### src/rtl/hilo_acc.sv
// HI/LO special registers: writes commit at the accept edge; MADD/MSUB commit atomically 2 edges after accept (PIPE_ACC=1) or at accept (PIPE_ACC=0).
// ready_o drops while an accumulate is in flight or flush_i is high; done_o pulses the cycle after every commit.
module hilo_acc #(
    parameter int DATA_W   = 32,
    parameter int PIPE_ACC = 1
) (
    input  logic              clk,
    input  logic              rst,
    input  logic              valid_i,
    input  logic [2:0]        op_i,
    input  logic [DATA_W-1:0] hi_in,
    input  logic [DATA_W-1:0] lo_in,
    input  logic              flush_i,
    output logic              ready_o,
    output logic              busy_o,
    output logic              done_o,
    output logic [DATA_W-1:0] hi_o,
    output logic [DATA_W-1:0] lo_o
);

    localparam logic [2:0] OP_WR_HI   = 3'd1;
    localparam logic [2:0] OP_WR_LO   = 3'd2;
    localparam logic [2:0] OP_WR_BOTH = 3'd3;
    localparam logic [2:0] OP_MADD    = 3'd4;
    localparam logic [2:0] OP_MSUB    = 3'd5;

    typedef enum logic [1:0] {
        S_IDLE   = 2'd0,
        S_ACC_LO = 2'd1,
        S_ACC_HI = 2'd2
    } state_t;

    typedef struct packed {
        logic              sub;
        logic [DATA_W-1:0] hi;
        logic [DATA_W-1:0] lo;
    } opnd_t;

    state_t              r_state;
    state_t              w_state_nxt;
    opnd_t               r_opnd;
    logic [DATA_W-1:0]   r_hi;
    logic [DATA_W-1:0]   r_lo;
    logic [DATA_W-1:0]   r_lo_stage;
    logic                r_carry;
    logic                r_done;

    logic                w_accept;
    logic                w_latch;
    logic                w_hi_we;
    logic                w_lo_we;
    logic [DATA_W-1:0]   w_hi_nxt;
    logic [DATA_W-1:0]   w_lo_nxt;
    logic [2*DATA_W-1:0] w_full;
    logic [DATA_W:0]     w_lo_step;
    logic [DATA_W-1:0]   w_hi_step;
    logic [DATA_W-1:0]   w_carry_ext;

    assign ready_o  = (r_state == S_IDLE) & ~flush_i;
    assign busy_o   = (r_state != S_IDLE);
    assign w_accept = valid_i & ready_o;

    assign w_full = (op_i == OP_MSUB) ? ({r_hi, r_lo} - {hi_in, lo_in})
                                      : ({r_hi, r_lo} + {hi_in, lo_in});

    // Split path: MSB of the low-half step is the carry (add) or borrow (sub).
    assign w_lo_step   = r_opnd.sub ? ({1'b0, r_lo} - {1'b0, r_opnd.lo})
                                    : ({1'b0, r_lo} + {1'b0, r_opnd.lo});
    assign w_carry_ext = {{(DATA_W-1){1'b0}}, r_carry};
    assign w_hi_step   = r_opnd.sub ? (r_hi - r_opnd.hi - w_carry_ext)
                                    : (r_hi + r_opnd.hi + w_carry_ext);

    always_ff @(posedge clk) begin
        if (rst) begin
            r_state <= S_IDLE;
        end else begin
            r_state <= w_state_nxt;
        end
    end

    always_comb begin
        w_state_nxt = r_state;
        w_latch     = 1'b0;
        w_hi_we     = 1'b0;
        w_lo_we     = 1'b0;
        w_hi_nxt    = r_hi;
        w_lo_nxt    = r_lo;
        case (r_state)
            S_IDLE: begin
                if (w_accept) begin
                    case (op_i)
                        OP_WR_HI: begin
                            w_hi_we  = 1'b1;
                            w_hi_nxt = hi_in;
                        end
                        OP_WR_LO: begin
                            w_lo_we  = 1'b1;
                            w_lo_nxt = lo_in;
                        end
                        OP_WR_BOTH: begin
                            w_hi_we  = 1'b1;
                            w_lo_we  = 1'b1;
                            w_hi_nxt = hi_in;
                            w_lo_nxt = lo_in;
                        end
                        OP_MADD, OP_MSUB: begin
                            if (PIPE_ACC != 0) begin
                                w_latch     = 1'b1;
                                w_state_nxt = S_ACC_LO;
                            end else begin
                                w_hi_we  = 1'b1;
                                w_lo_we  = 1'b1;
                                w_hi_nxt = w_full[2*DATA_W-1:DATA_W];
                                w_lo_nxt = w_full[DATA_W-1:0];
                            end
                        end
                        default: ;
                    endcase
                end
            end
            S_ACC_LO: begin
                w_state_nxt = flush_i ? S_IDLE : S_ACC_HI;
            end
            S_ACC_HI: begin
                w_state_nxt = S_IDLE;
                if (!flush_i) begin
                    w_hi_we  = 1'b1;
                    w_lo_we  = 1'b1;
                    w_hi_nxt = w_hi_step;
                    w_lo_nxt = r_lo_stage;
                end
            end
            default: w_state_nxt = S_IDLE;
        endcase
    end

    always_ff @(posedge clk) begin
        if (rst) begin
            r_hi       <= '0;
            r_lo       <= '0;
            r_opnd     <= '0;
            r_lo_stage <= '0;
            r_carry    <= 1'b0;
            r_done     <= 1'b0;
        end else begin
            if (w_hi_we) r_hi <= w_hi_nxt;
            if (w_lo_we) r_lo <= w_lo_nxt;
            if (w_latch) begin
                r_opnd.sub <= (op_i == OP_MSUB);
                r_opnd.hi  <= hi_in;
                r_opnd.lo  <= lo_in;
            end
            if (r_state == S_ACC_LO) begin
                {r_carry, r_lo_stage} <= w_lo_step;
            end
            r_done <= w_hi_we | w_lo_we;
        end
    end

    assign hi_o   = r_hi;
    assign lo_o   = r_lo;
    assign done_o = r_done;

endmodule

### config.mk
export PLATFORM = sky130hd
export DESIGN_NAME = hilo_acc
export DESIGN_NICKNAME = d
export VERILOG_FILES = /design/src/rtl/hilo_acc.sv
export SDC_FILE = /design/constraint.sdc
export NUM_CORES = 1
export LEC_CHECK = 0
export BUFFER_PORTS_ARGS = -buffer_cell sky130_fd_sc_hd__buf_2
export CELL_PAD_IN_SITES_DETAIL_PLACEMENT = 1
export CELL_PAD_IN_SITES_GLOBAL_PLACEMENT = 1
export CORE_MARGIN = 5
export CORE_UTILIZATION = 44
export DETAILED_ROUTE_END_ITERATION = 8
export PLACE_DENSITY = 0.8
export SYNTH_ARGS = -nofsm -noshare
export SYNTH_HDL_FRONTEND = slang
export SYNTH_SLANG_ARGS = --single-unit
### constraint.sdc
create_clock -name clk -period 5.7 [get_ports clk]
set_clock_uncertainty 0.15 [all_clocks]
set_input_delay 0.285 -clock clk [delete_from_list [all_inputs] [get_ports clk]]
set_output_delay 0.285 -clock clk [all_outputs]
set_load 0.01 [all_outputs]
## After elaboration in Yosys (flattened, before gate mapping)

Cells that the tools add are included.

| cells by class | value |
|---|---|
| div/mod/pow operators | 0 |
| $lt $le $gt $ge | 0 |
| reduce and logical (&&, ||, !) cells | 9 |
| $add $sub $neg | 6 |
| eq/ne operators | 12 |
| shift operators | 0 |
| $mul | 0 |
| bitwise logic cells | 4 |
| multiplexer cells | 24 |

Operator list:

| cell | number |
|---|---|
| two-way mux 32 bit | 7 |
| case mux 32 bit (2 select lines) | 2 |
| adder 32 x 32 -> 33 bit | 1 |
| two-way mux 33 bit | 1 |
| subtractor 32 x 32 -> 33 bit | 1 |
| adder 32 x 1 -> 32 bit | 1 |
| adder 32 bit | 1 |
| subtractor 32 x 1 -> 32 bit | 1 |
| subtractor 32 bit | 1 |
| AND reduction 5 bit | 2 |
| two-way mux 1 bit | 8 |
| != test 2 bit, second input constant | 4 |
| == test 3 x 2 -> 1 bit, second input constant | 2 |
| == test 3 bit, second input constant | 2 |
| two-way mux 2 bit | 3 |
| OR reduction 2 bit | 3 |
| case mux 1 bit (2 select lines) | 2 |
| case mux 2 bit (2 select lines) | 1 |
| nonzero test 2 bit | 2 |
| == test 3 x 1 -> 1 bit, second input constant | 1 |
| AND 1 bit | 2 |
| == test 2 x 1 -> 1 bit, second input constant | 1 |
| == test 2 bit, second input constant | 1 |
| logical NOT 2 bit | 1 |
| other kinds (4) | 4 |

| word-level totals | value |
|---|---|
| memories kept | 0 |
| memory bits (writable) | 0 |
| bits of input ports | 71 |
| output and inout port bits | 67 |
| word-level logic and storage cells | 64 |
| bits in read-only memories | 0 |
| register bits | 165 |
| bits in latches | 0 |

## Depth between registers and ports, before layout

| logic depth | value |
|---|---|
| depth in word-level cells | 6 |
| depth in mapped cells | 19 |
| mapped depth without buffers | 19 |

## Least setup slack after synthesis

No wires, ideal clock.

| path | value |
|---|---|
| path kind | register to register |
| start | register r_opnd[2] in the netlist's numbering |
| end | register r_carry |
| arrival | 3803 ps |
| period minus slack after synthesis | 4075 ps |
| path slack | 1625 ps |
| library setup time | 122 ps |
| data required time | 5428 ps |
| stages on the path, launching flop included | 16 |
| cells stage by stage | dfxtp_1 nor4_1 nor4b_1 and2_1 nand2_1 nor2_1 nand3_1 nor4_1 a21oi_1 xnor2_1 ha_1 a21o_1 a2111oi_0 a211oi_1 and3b_1 a311o_1 |

| on the way | value |
|---|---|
| longest elaborated chain between the ends | 2 |
| elaborated cells between the ends (all ways) | 3 |
| classes of those cells | add/sub: 2; mux: 1 |

Ends and longest elaborated chain:

| element | RTL line | text |
|---|---|---|
| start, declared | 41 | `opnd_t r_opnd;` |
| adder 32 x 32 -> 33 bit / subtractor 32 x 32 -> 33 bit (equally long branches) | 68, 67 |  |
| two-way mux 33 bit (*) | 67 | `assign w_lo_step = r_opnd.sub ? ({1'b0, r_lo} - {1'b0, r_opnd.lo})` |
| end signal, assigned | 154 | `{r_carry, r_lo_stage} <= w_lo_step;` |
| end, declared | 45 | `logic r_carry;` |

Every way passes the cells marked *; elsewhere a longest branch is shown, timed or not.
A chain may end at the register's enable or synchronous reset.

## Final worst setup path

Ends and elaborated chain as after synthesis.

==> flow_metrics.tcl <==
set metrics [dict create \
    grt_pass1_wl_um 70500 \
    port_buffers 137 \
    antenna_cells 0 \
    cellLeakagePower_nw 6.39 \
    avgSynthCellArea_um2 7.37 \
    timing.critical_path.from "r_opnd[2]$_SDFFE_PP0P_" \
    synth_ff_type "dfxtp_1" \
    ctsLongestPathBuffers 2 \
    postRouteAntennaNets 0 \
    totalNegativeSetupSlack_ns 0 \
    sequentialPowerShare_pct 34.9 \
    ys_async_sr_fraction_pct 0 \
    cts_buffers 17 \
    nNetsFinal 2056 \
    cts_tree "built" \
    status "completed" \
    vias_per_cell 5.84 \
    cp_num_buf_inv 1 \
    setup_viol 0 \
    wire_per_inst_um 19.7 \
    fin_crit_sh_pct 90.5 \
    pwr-share-comb_pct 30.0 \
    regToRegSetupSlack_ns 0.54 \
    clockRootBuffer "clkbuf_16" \
    yosysSeqAreaShare_pct 26.2 \
    cp_cell_sequence "nor4_1 -> nor4b_1 -> and2_1 -> nand2_1 -> nor2_1 -> nand3_1 -> nor4_1 -> a21oi_1 -> xnor2_1 -> ha_1 -> nand4_1 -> inv_1 -> nand3_1 -> o2bb2ai_1 -> nor2_1 -> a211oi_1 -> nor3_1 -> a311o_1" \
    critPathMaxFanout 6 \
    drive_above_1_share_pct 10.5 \
    power_density_nw_per_um2 235 \
    area_growth_pct 17.6 \
    ys_types 66 \
    cp_slowest_cell "nor4b_1" \
    rsz0062_at_grt "false" \
    crit_cells 18 \
    vias 13200 \
    dieArea_um2 32100 \
    clock_latency_ns 0.45 \
    power_switching_w 0.00120 \
    core_area_um2 28500 \
    r2r-end "r_carry$_SDFFE_PP0P_" \
    path_class "reg2reg" \
    boundaryPins 138 \
    synthesis.area_um2 12600 \
    switching_share_pct 34.3 \
    finalWirelength_um 44300 \
    die_y_um 179 \
    r2r_cells 18 \
    end_kind "flop" \
    drtIter0Drc 737 \
    fmax_mhz 194 \
    endpoint "r_carry$_SDFFE_PP0P_" \
    vdd_ir_drop_max_mv 0.221 \
    rows 62 \
    drt_pass1_iterations 5 \
    cp.arrival_ns 5.35 \
    syn-instance-count 1710 \
    place.gp.congestion 0.900 \
    overflow 0 \
    gr-usage-all-layers_pct 27.3 \
    grt_start_max_net_pins 96 \
    antenna_found_initial 0 \
    drv_cap 0 \
    h-tree-depth 4 \
    total_power_w 0.00349 \
    start_util_pct 44.3 \
    clk_pin_slew_worst_paths_ns 0.07 \
    drc 0 \
    worst_pin_slew_ns 1.10 \
    path_delay_family "simple AND/OR/NAND/NOR gates" \
    die_w_um 179 \
    synth_nets 1909 \
    max_stage_delay_ns 0.61 \
    clockPowerShare_pct 35.1 \
    hpwl_um 31400 \
    min_period_ns 5.16 \
    synth_edf_count 0 \
    drv_slew 0 \
    ys_warn_count 0 \
    cts.sinks 165 \
    min_path_type "in2reg" \
    maxSlewHeadroom_pct 26.4 \
    ys_ff_latch 165 \
    finalHoldViolations 0 \
    worst_setup_path_start_kind "flop" \
    timing.rr.start "r_opnd[2]$_SDFFE_PP0P_" \
    grt_pass1_vias 13400 \
    internal-power_w 0.00229 \
    critical_path_required_ns 5.89 \
]
==> final cells by class <==
| cell class | instances | area [um^2] |
|---|---|---|
| repair buffers | 214 | 1430 |
| fillers | 3609 | 13600 |
| multi-input cells | 1338 | 8560 |
| flip-flops and latches | 165 | 3300 |
| well taps | 384 | 480 |
| clock inverters | 14 | 163 |
| inverters | 121 | 454 |
| clock buffers | 18 | 439 |
==> flip-flops by register name, indices dropped and copies added, names as in the netlist <==
| register | cells |
|---|---|
| r_carry | 1 |
| done_o | 1 |
| r_opnd | 65 |
| hi_o | 32 |
| r_lo_stage | 32 |
| lo_o | 32 |
| r_state | 2 |
==> per-stage QoR <==
step	area [um^2]	std cells	util, %	hold WS, ns	setup slack (ns)
2_1_floorplan	12600	1710	-	0.207	1.63
3_3_place_gp	13600	2156	47.6	0.290	0.875
3_5_place_dp	13600	2156	47.6	0.298	0.614
4_1_cts	14800	2254	52.1	0.234	0.609
5_1_grt	14800	2254	52.1	0.256	0.0420
6_report	14800	2254	52.1	0.237	0.543
==> layout by cell type (no fill, tap or decap), types with 12 or more instances in the layout <==
master / instances
nand2_1: 298
a21oi_1: 195
dfxtp_1: 164
buf_2: 136
nor2_1: 125
ha_1: 123
inv_1: 120
xnor2_1: 86
dlygate4sd3_1: 66
o21ai_0: 53
a21o_1: 42
a311oi_1: 38
nand3_1: 35
nor3_1: 33
a211oi_1: 26
o211ai_1: 23
xor2_1: 22
a221oi_1: 18
nand2b_1: 17
a31oi_1: 17
clkbuf_16: 17
nor4_1: 13
and3_1: 13
o21bai_1: 12
buf_4: 12
==> what timing repair did <==
item / in CTS / in global routing
hold buffers: 66 / 0
resized for setup: 0 / 0
buffers inserted: 0 / 0
hold endpoints to repair: 98 / 0
==> cells by family after synthesis <==
family	share of synthesized area (%)
flip-flops	26.2
AO/OA/AOI/OAI	25.8
buffers and inverters	6.16
XOR/XNOR	7.50
adder cells (fa/ha/maj)	13.0
multiplexers	0.476
AND/OR/NAND/NOR	20.9
==> power by group through the flow <==
stage          logic (W)  registers, W  clock network (W)
2_1_floorplan   0.000730       0.00124                  0
3_3_place_gp    0.000963       0.00124                  0
3_5_place_dp    0.000988       0.00124                  0
4_1_cts          0.00104       0.00122            0.00125
5_1_grt          0.00115       0.00122            0.00129
6_report         0.00105       0.00122            0.00123
==> synthesized netlist by cell type, drive strengths merged, types with 4 or more instances <==
| library cell | number | share of area (%) |
|---|---|---|
| nand3b | 5 | 0.30 |
| and3 | 13 | 0.65 |
| nor2 | 125 | 3.7 |
| dfxtp | 165 | 26 |
| o22ai | 5 | 0.25 |
| o2111ai | 6 | 0.42 |
| a211oi | 26 | 1.5 |
| mux2i | 6 | 0.48 |
| clkbuf | 71 | 2.1 |
| a2111oi | 6 | 0.42 |
| nand4 | 8 | 0.40 |
| buf | 15 | 0.45 |
| o21a | 7 | 0.42 |
| or2 | 5 | 0.25 |
| nor4 | 13 | 0.65 |
| inv | 120 | 3.6 |
| nand2 | 298 | 8.9 |
| and2 | 6 | 0.30 |
| a21o | 42 | 2.5 |
| o21ai | 54 | 2.1 |
| nor3 | 34 | 1.3 |
| a21oi | 195 | 7.7 |
| a31oi | 17 | 0.84 |
| ha | 123 | 12 |
| or3 | 11 | 0.55 |
| a221o | 4 | 0.32 |
| fa | 5 | 0.79 |
| a21boi | 5 | 0.30 |
| nand2b | 18 | 0.89 |
| a311oi | 40 | 2.9 |
| o31ai | 11 | 0.66 |
| nor2b | 12 | 0.60 |
| o21bai | 12 | 0.71 |
| nand3 | 35 | 1.4 |
| xor2 | 22 | 1.5 |
| and4 | 4 | 0.28 |
| xnor2 | 86 | 6.0 |
| a221oi | 18 | 1.3 |
| o211ai | 23 | 1.4 |
==> worst min-delay path by stage <==
stage,startpoint,endpoint,slack (ns),cells past startpoint
after floorplan,flush_i,r_state[1]$_SDFFE_PP0P_,0.21,1
after global placement,r_lo_stage[12]$_SDFFE_PP0P_,r_lo_stage[12]$_SDFFE_PP0P_,0.29,2
after detailed placement,r_lo_stage[15]$_SDFFE_PP0P_,r_lo_stage[15]$_SDFFE_PP0P_,0.30,2
after CTS,rst,r_opnd[27]$_SDFFE_PP0P_,0.23,2
after global routing,rst,r_opnd[62]$_SDFFE_PP0P_,0.26,2
final,rst,r_opnd[58]$_SDFFE_PP0P_,0.24,2
==> per-layer routing <==
metal	vias up	routed length (um)	GRT usage [%]
met5	-	0	0
met4	0	740	7.49
met3	52	1940	3.96
met2	290	20800	45.8
met1	6495	20800	36.5
li1	6327	-	-
No activity file was read; power rests on OpenSTA's default activity.
